--- src/rtl/meta_egress_queue.sv ---
// Egress queue behind the metadata-modification ALU: captures the composite word,
// drops discard-flagged packets, buffers survivors in a FWFT FIFO, keeps drop/overflow stats.
module meta_egress_queue #(
  parameter int META_LEN = 256,
  parameter int COMP_LEN = 100,
  parameter int DEPTH    = 4,
  parameter int CNT_W    = 32
) (
  input  logic                             clk,
  input  logic                             rst_n,
  input  logic [META_LEN+COMP_LEN-1:0]     comp_meta_data_in,
  input  logic                             comp_meta_data_valid_in,
  output logic                             stage_ready_out,
  output logic [META_LEN+COMP_LEN-1:0]     comp_meta_data_out,
  output logic [7:0]                       dst_port_out,
  output logic [5:0]                       next_table_id_out,
  output logic                             meta_valid_out,
  input  logic                             meta_ready_in,
  input  logic                             clr_cnt,
  output logic [CNT_W-1:0]                 drop_cnt,
  output logic [CNT_W-1:0]                 ovf_cnt,
  output logic [$clog2(DEPTH):0]           fifo_level
);

  localparam int W  = META_LEN + COMP_LEN;
  localparam int PW = $clog2(DEPTH);
  localparam int LW = PW + 1;
  localparam logic [LW-1:0] FULL_LVL = LW'(DEPTH);
  localparam logic [LW-1:0] AF_LVL   = LW'(DEPTH - 2);

  logic [W-1:0]     cap_word_q;
  logic             cap_valid_q;
  logic             cap_discard_q;
  logic [W-1:0]     mem_q [DEPTH];
  logic [PW-1:0]    wr_ptr_q, wr_ptr_d;
  logic [PW-1:0]    rd_ptr_q, rd_ptr_d;
  logic [LW-1:0]    level_q, level_d;
  logic             stage_ready_q, stage_ready_d;
  logic [CNT_W-1:0] drop_cnt_q, drop_cnt_d;
  logic [CNT_W-1:0] ovf_cnt_q, ovf_cnt_d;

  logic full, pop, push, drop_inc, ovf_inc;

  always_comb begin
    full     = (level_q == FULL_LVL);
    pop      = (level_q != '0) && meta_ready_in;
    // A full FIFO still takes the word when the head leaves in the same cycle.
    push     = cap_valid_q && !cap_discard_q && (!full || pop);
    drop_inc = cap_valid_q && cap_discard_q;
    ovf_inc  = cap_valid_q && !cap_discard_q && full && !pop;

    wr_ptr_d      = push ? wr_ptr_q + PW'(1) : wr_ptr_q;
    rd_ptr_d      = pop  ? rd_ptr_q + PW'(1) : rd_ptr_q;
    level_d       = level_q + LW'(push) - LW'(pop);
    stage_ready_d = (level_d <= AF_LVL);

    drop_cnt_d = drop_cnt_q;
    if (clr_cnt)
      drop_cnt_d = '0;
    else if (drop_inc && !(&drop_cnt_q))
      drop_cnt_d = drop_cnt_q + CNT_W'(1);

    ovf_cnt_d = ovf_cnt_q;
    if (clr_cnt)
      ovf_cnt_d = '0;
    else if (ovf_inc && !(&ovf_cnt_q))
      ovf_cnt_d = ovf_cnt_q + CNT_W'(1);
  end

  always_ff @(posedge clk or negedge rst_n) begin
    if (!rst_n) begin
      cap_word_q    <= '0;
      cap_valid_q   <= 1'b0;
      cap_discard_q <= 1'b0;
      wr_ptr_q      <= '0;
      rd_ptr_q      <= '0;
      level_q       <= '0;
      stage_ready_q <= 1'b0;
      drop_cnt_q    <= '0;
      ovf_cnt_q     <= '0;
    end else begin
      cap_word_q    <= comp_meta_data_in;
      cap_valid_q   <= comp_meta_data_valid_in;
      cap_discard_q <= comp_meta_data_in[128];
      wr_ptr_q      <= wr_ptr_d;
      rd_ptr_q      <= rd_ptr_d;
      level_q       <= level_d;
      stage_ready_q <= stage_ready_d;
      drop_cnt_q    <= drop_cnt_d;
      ovf_cnt_q     <= ovf_cnt_d;
    end
  end

  // Storage carries no reset; validity is tracked entirely by the level.
  always_ff @(posedge clk) begin
    if (push)
      mem_q[wr_ptr_q] <= cap_word_q;
  end

  always_comb begin
    meta_valid_out     = (level_q != '0);
    comp_meta_data_out = meta_valid_out ? mem_q[rd_ptr_q] : '0;
    dst_port_out       = comp_meta_data_out[31:24];
    next_table_id_out  = comp_meta_data_out[W-1 -: 6];
    stage_ready_out    = stage_ready_q;
    drop_cnt           = drop_cnt_q;
    ovf_cnt            = ovf_cnt_q;
    fifo_level         = level_q;
  end

endmodule

--- config.mk ---
export PLATFORM = sky130hd
export DESIGN_NAME = meta_egress_queue
export DESIGN_NICKNAME = d
export VERILOG_FILES = /design/src/rtl/meta_egress_queue.sv
export SDC_FILE = /design/constraint.sdc
export NUM_CORES = 1
export LEC_CHECK = 0
export BUFFER_PORTS_ARGS = -buffer_cell sky130_fd_sc_hd__buf_4
export CELL_PAD_IN_SITES_DETAIL_PLACEMENT = 0
export CELL_PAD_IN_SITES_GLOBAL_PLACEMENT = 1
export CORE_MARGIN = 3
export CORE_UTILIZATION = 47
export CTS_BUF_LIST = sky130_fd_sc_hd__clkbuf_2 sky130_fd_sc_hd__clkbuf_4 sky130_fd_sc_hd__clkbuf_8
export CTS_CLUSTER_DIAMETER = 30
export CTS_CLUSTER_SIZE = 25
export DETAILED_ROUTE_END_ITERATION = 6
export PLACE_DENSITY_LB_ADDON = 0.1
export RECOVER_POWER = 100
export SYNTH_ARGS = -nofsm -noshare
export SYNTH_HDL_FRONTEND = slang
export SYNTH_SLANG_ARGS = --single-unit
--- constraint.sdc ---
create_clock -name clk -period 5.36 [get_ports clk]
set_input_delay 0.804 -clock clk [delete_from_list [all_inputs] [get_ports clk]]
set_output_delay 0.804 -clock clk [all_outputs]
set_load 0.01 [all_outputs]
==> results.toml <==
[pwr]
leakage_nw = 30.8
ir_worst_vdd_v = 0.000355
p_per_area_nw_per_um2 = 534

[sta]
rsz0062_at_grt = "false"
slew_violations = 314
clock_skew_ns = 0.0707
setup_tns_ns = 0
fin_crit_ns = 4.52
finalSetupViolations = 0
timing.fmax_mhz = 221
tightest_slew_ns = 2.86
hold_violations = 0
fin_crit_sh_pct = 84.3
relSlewSlack_pct = -91.0
worst_hold_slack_ns = 0.389

[grt]
grt_pass1_vias = 37127
overflow = 0
grt_pass1_wl_um = 238000
track_usage_pct = 21.9
antenna_found_initial = 31
grt_max_degree = 133

[synthesis]
synth_warnings = 0
synth.most_common_cell = "edfxtp_1"
syn_area_um2 = 66600
avgSynthCellArea_um2 = 21.7
yosys.area.top_type = "edfxtp_1"
seq_area_frac_synth_pct = 80.4
postSynth.asyncResetShare_pct = 23.2
synth_cells = 3069
yosys.area.top_type_share_pct = 64.2
ys_seq_elements = 1853
synthesis.nets = 3439
ys_top_cells_by_count = "1424 x edfxtp_1, 429 x dfrtp_1, 362 x and2_1"
synthTopCellsByArea = "edfxtp_1 64%, dfrtp_1 16%, mux4_2 12%, and2_1 3.4%, clkbuf_1 0.52%"
synthFlopType = "edfxtp_1"
synth_edf_count = 1424
yosysUniqueCellTypes = 48

[critical_path]
slowest_delay_ns = 1.09
crit_required_ns = 4.56
worst_ep_arrival_time_ns = 3.71
rr_endpoint = "mem_q[2][155]$_DFFE_PP_"
crit_family = "flip-flops"
crit_fanout = 30
worstReg2RegStart = "cap_word_q[128]$_DFF_PN0_"
reg2regPathDepth = 3
crit_slowest_cell = "dfrtp_2"
reg2reg_slack_ns = 0.91
crit_type = "flop to output pin"
crit_buf_inv = 3
startpoint_type = "flop"
cp_common_cell = "buf_4"
crit_chain = "buf_4 -> buf_4 -> mux4_2 -> and2_0 -> buf_4"
cp-end-kind = "output pin"

[floorplan]
io_pins = 800
std_cell_rows = 137
die_width_um = 382
start_util_pct = 47.5
core_area_um2 = 140000
dieArea_um2 = 146000
die_h_um = 382

[worst_hold_path]
hold-path-cell-count = 5
whs_endpoint = "ovf_cnt[31]$_DFFE_PN0P_"
hold_start = "meta_ready_in"
min_path_type = "input pin to flop"

[final_layout]
drive_gt1_share_pct = 34.6
area_delta_synth_final_pct = 30.0
finalInstanceArea_um2 = 86500
nNetsFinal = 4866

[place]
gp_congestion = 0.796
placed_cell_area_um2 = 75000
hpwl_um = 95800
io_buffers = 799

[clock_tree]
htree_num_levels = 5
root_buffer = "clkbuf_8"
numCtsBuffers = 376
clkTransAtPathRegs_ns = 0.05
ctsResizeCount = 0
cts.sink_count = 1853
cts_tree = "built"
cts_buffer_depth = 4
worstSkewPairLatency_ns = 0.96

[routing]
first_iter_violations = 2139
dr.pass1.iters = 5
num_vias = 34712
drc = 0
wire_per_inst_um = 23.8
drt-total-wl_um = 160000
vias_per_cell = 5.18
ant_nets = 0

[outcome]
status = "finished with violations"
failed_checks = "max-capacitance violations, max-slew violations"

[job]
max_cap_violations = 6
[per-stage QoR]
step / cells / util, % / setup WS [ns] / total power, mW
CTS: 6673 / 62.4 / 0.884 / 47.5
global route: 6684 / 61.7 / 0.448 / 48.4
global placement: 5636 / 53.6 / 1.79 / 30.8
detailed placement: 5636 / 53.6 / 1.82 / 30.8
floorplan: 3069 / - / -0.334 / 24.7
finish: 6705 / 61.8 / 0.843 / 46.2
[final cells by class]
cell class,count,area [um^2]
Fill cell,10298,53500
Sequential cell,1853,53500
Multi-Input combinational cell,1047,12400
Timing Repair Buffer,1207,9450
Clock buffer,470,6110
Clock inverter,209,2610
Tap cell,1876,2350
Antenna cell,32,80.1
Inverter,11,41.3
[logic make-up after synthesis]
kind of cell / synth area share, %
adder cells (fa/ha/maj): 0.180
multiplexers: 12.1
flip-flops: 80.4
AND/OR/NAND/NOR: 5.05
buffers and inverters: 1.04
XOR/XNOR: 0.211
AO/OA/AOI/OAI: 1.00
[how the worst max path moves through the flow]
stage / start / end / slack [ns] / cells after the start
2_1_floorplan: meta_ready_in / mem_q[0][0]$_DFFE_PP_ / -0.33 / 2
3_3_place_gp: meta_ready_in / ovf_cnt[6]$_DFFE_PN0P_ / 1.79 / 5
3_5_place_dp: meta_ready_in / ovf_cnt[6]$_DFFE_PN0P_ / 1.82 / 5
4_1_cts: rd_ptr_q[0]$_DFFE_PN0N_ / comp_meta_data_out[220] / 0.88 / 5
5_1_grt: rd_ptr_q[0]$_DFFE_PN0N_ / comp_meta_data_out[220] / 0.45 / 5
6_report: rd_ptr_q[0]$_DFFE_PN0N_ / comp_meta_data_out[294] / 0.84 / 5
[state kept, by name, summed over array words and instances, names as in the netlist]
signal           cells
mem_q             1424
stage_ready_out      1
rd_ptr_q             2
wr_ptr_q             2
cap_word_q         356
cap_valid_q          1
fifo_level           3
ovf_cnt             32
drop_cnt            32
[metal layers]
layer / vias up / GRT usage [%] / wire (um)
met5: - / 0 / 103
met4: 16 / 8.96 / 6230
met3: 349 / 6.90 / 12500
met2: 1088 / 35.1 / 79200
met1: 18063 / 28.0 / 61700
li1: 15196 / - / -
[placed cells by master (no fill, tap or decap), types with 19 or more instances in the layout]
cell / n
bufinv_16: 49
a21oi_1: 45
o21ai_0: 19
clkbuf_1: 223
dlygate4sd3_1: 358
clkbuf_8: 413
and2_1: 95
buf_12: 28
nand4_1: 19
nand2_1: 27
diode_2: 32
clkinvlp_4: 41
o31ai_1: 26
nand3_1: 27
buf_4: 291
mux4_2: 356
inv_6: 29
or4_1: 27
clkinv_4: 36
clkbuf_4: 357
and2_0: 267
clkinv_2: 35
edfxtp_1: 1424
nor2_1: 25
dfrtp_1: 427
[tightest hold or removal path, delay by kind of cell]
| kind | cells | cell delay (ns) |
|---|---|---|
| AOI/OAI and AO/OA | 1 | 0.05 |
| buffers and inverters | 1 | 0.09 |
| and+or+nand+nor | 3 | 0.34 |
[report_power, final]
group	switching [mW]	internal, mW	leakage [nW]	total [mW]
logic	6.57	5.86	8.30	12.4
registers	0.533	16.9	18.1	17.4
clock network	6.33	10.1	4.39	16.4
total	13.4	32.8	30.8	46.2
[timing repair]
action                     CTS  global route
hold endpoints to repair   439             0
setup endpoints to repair    0             0
hold buffers               358             0
buffers inserted             0             0
Note: power is estimated with default switching activity, not from simulation.
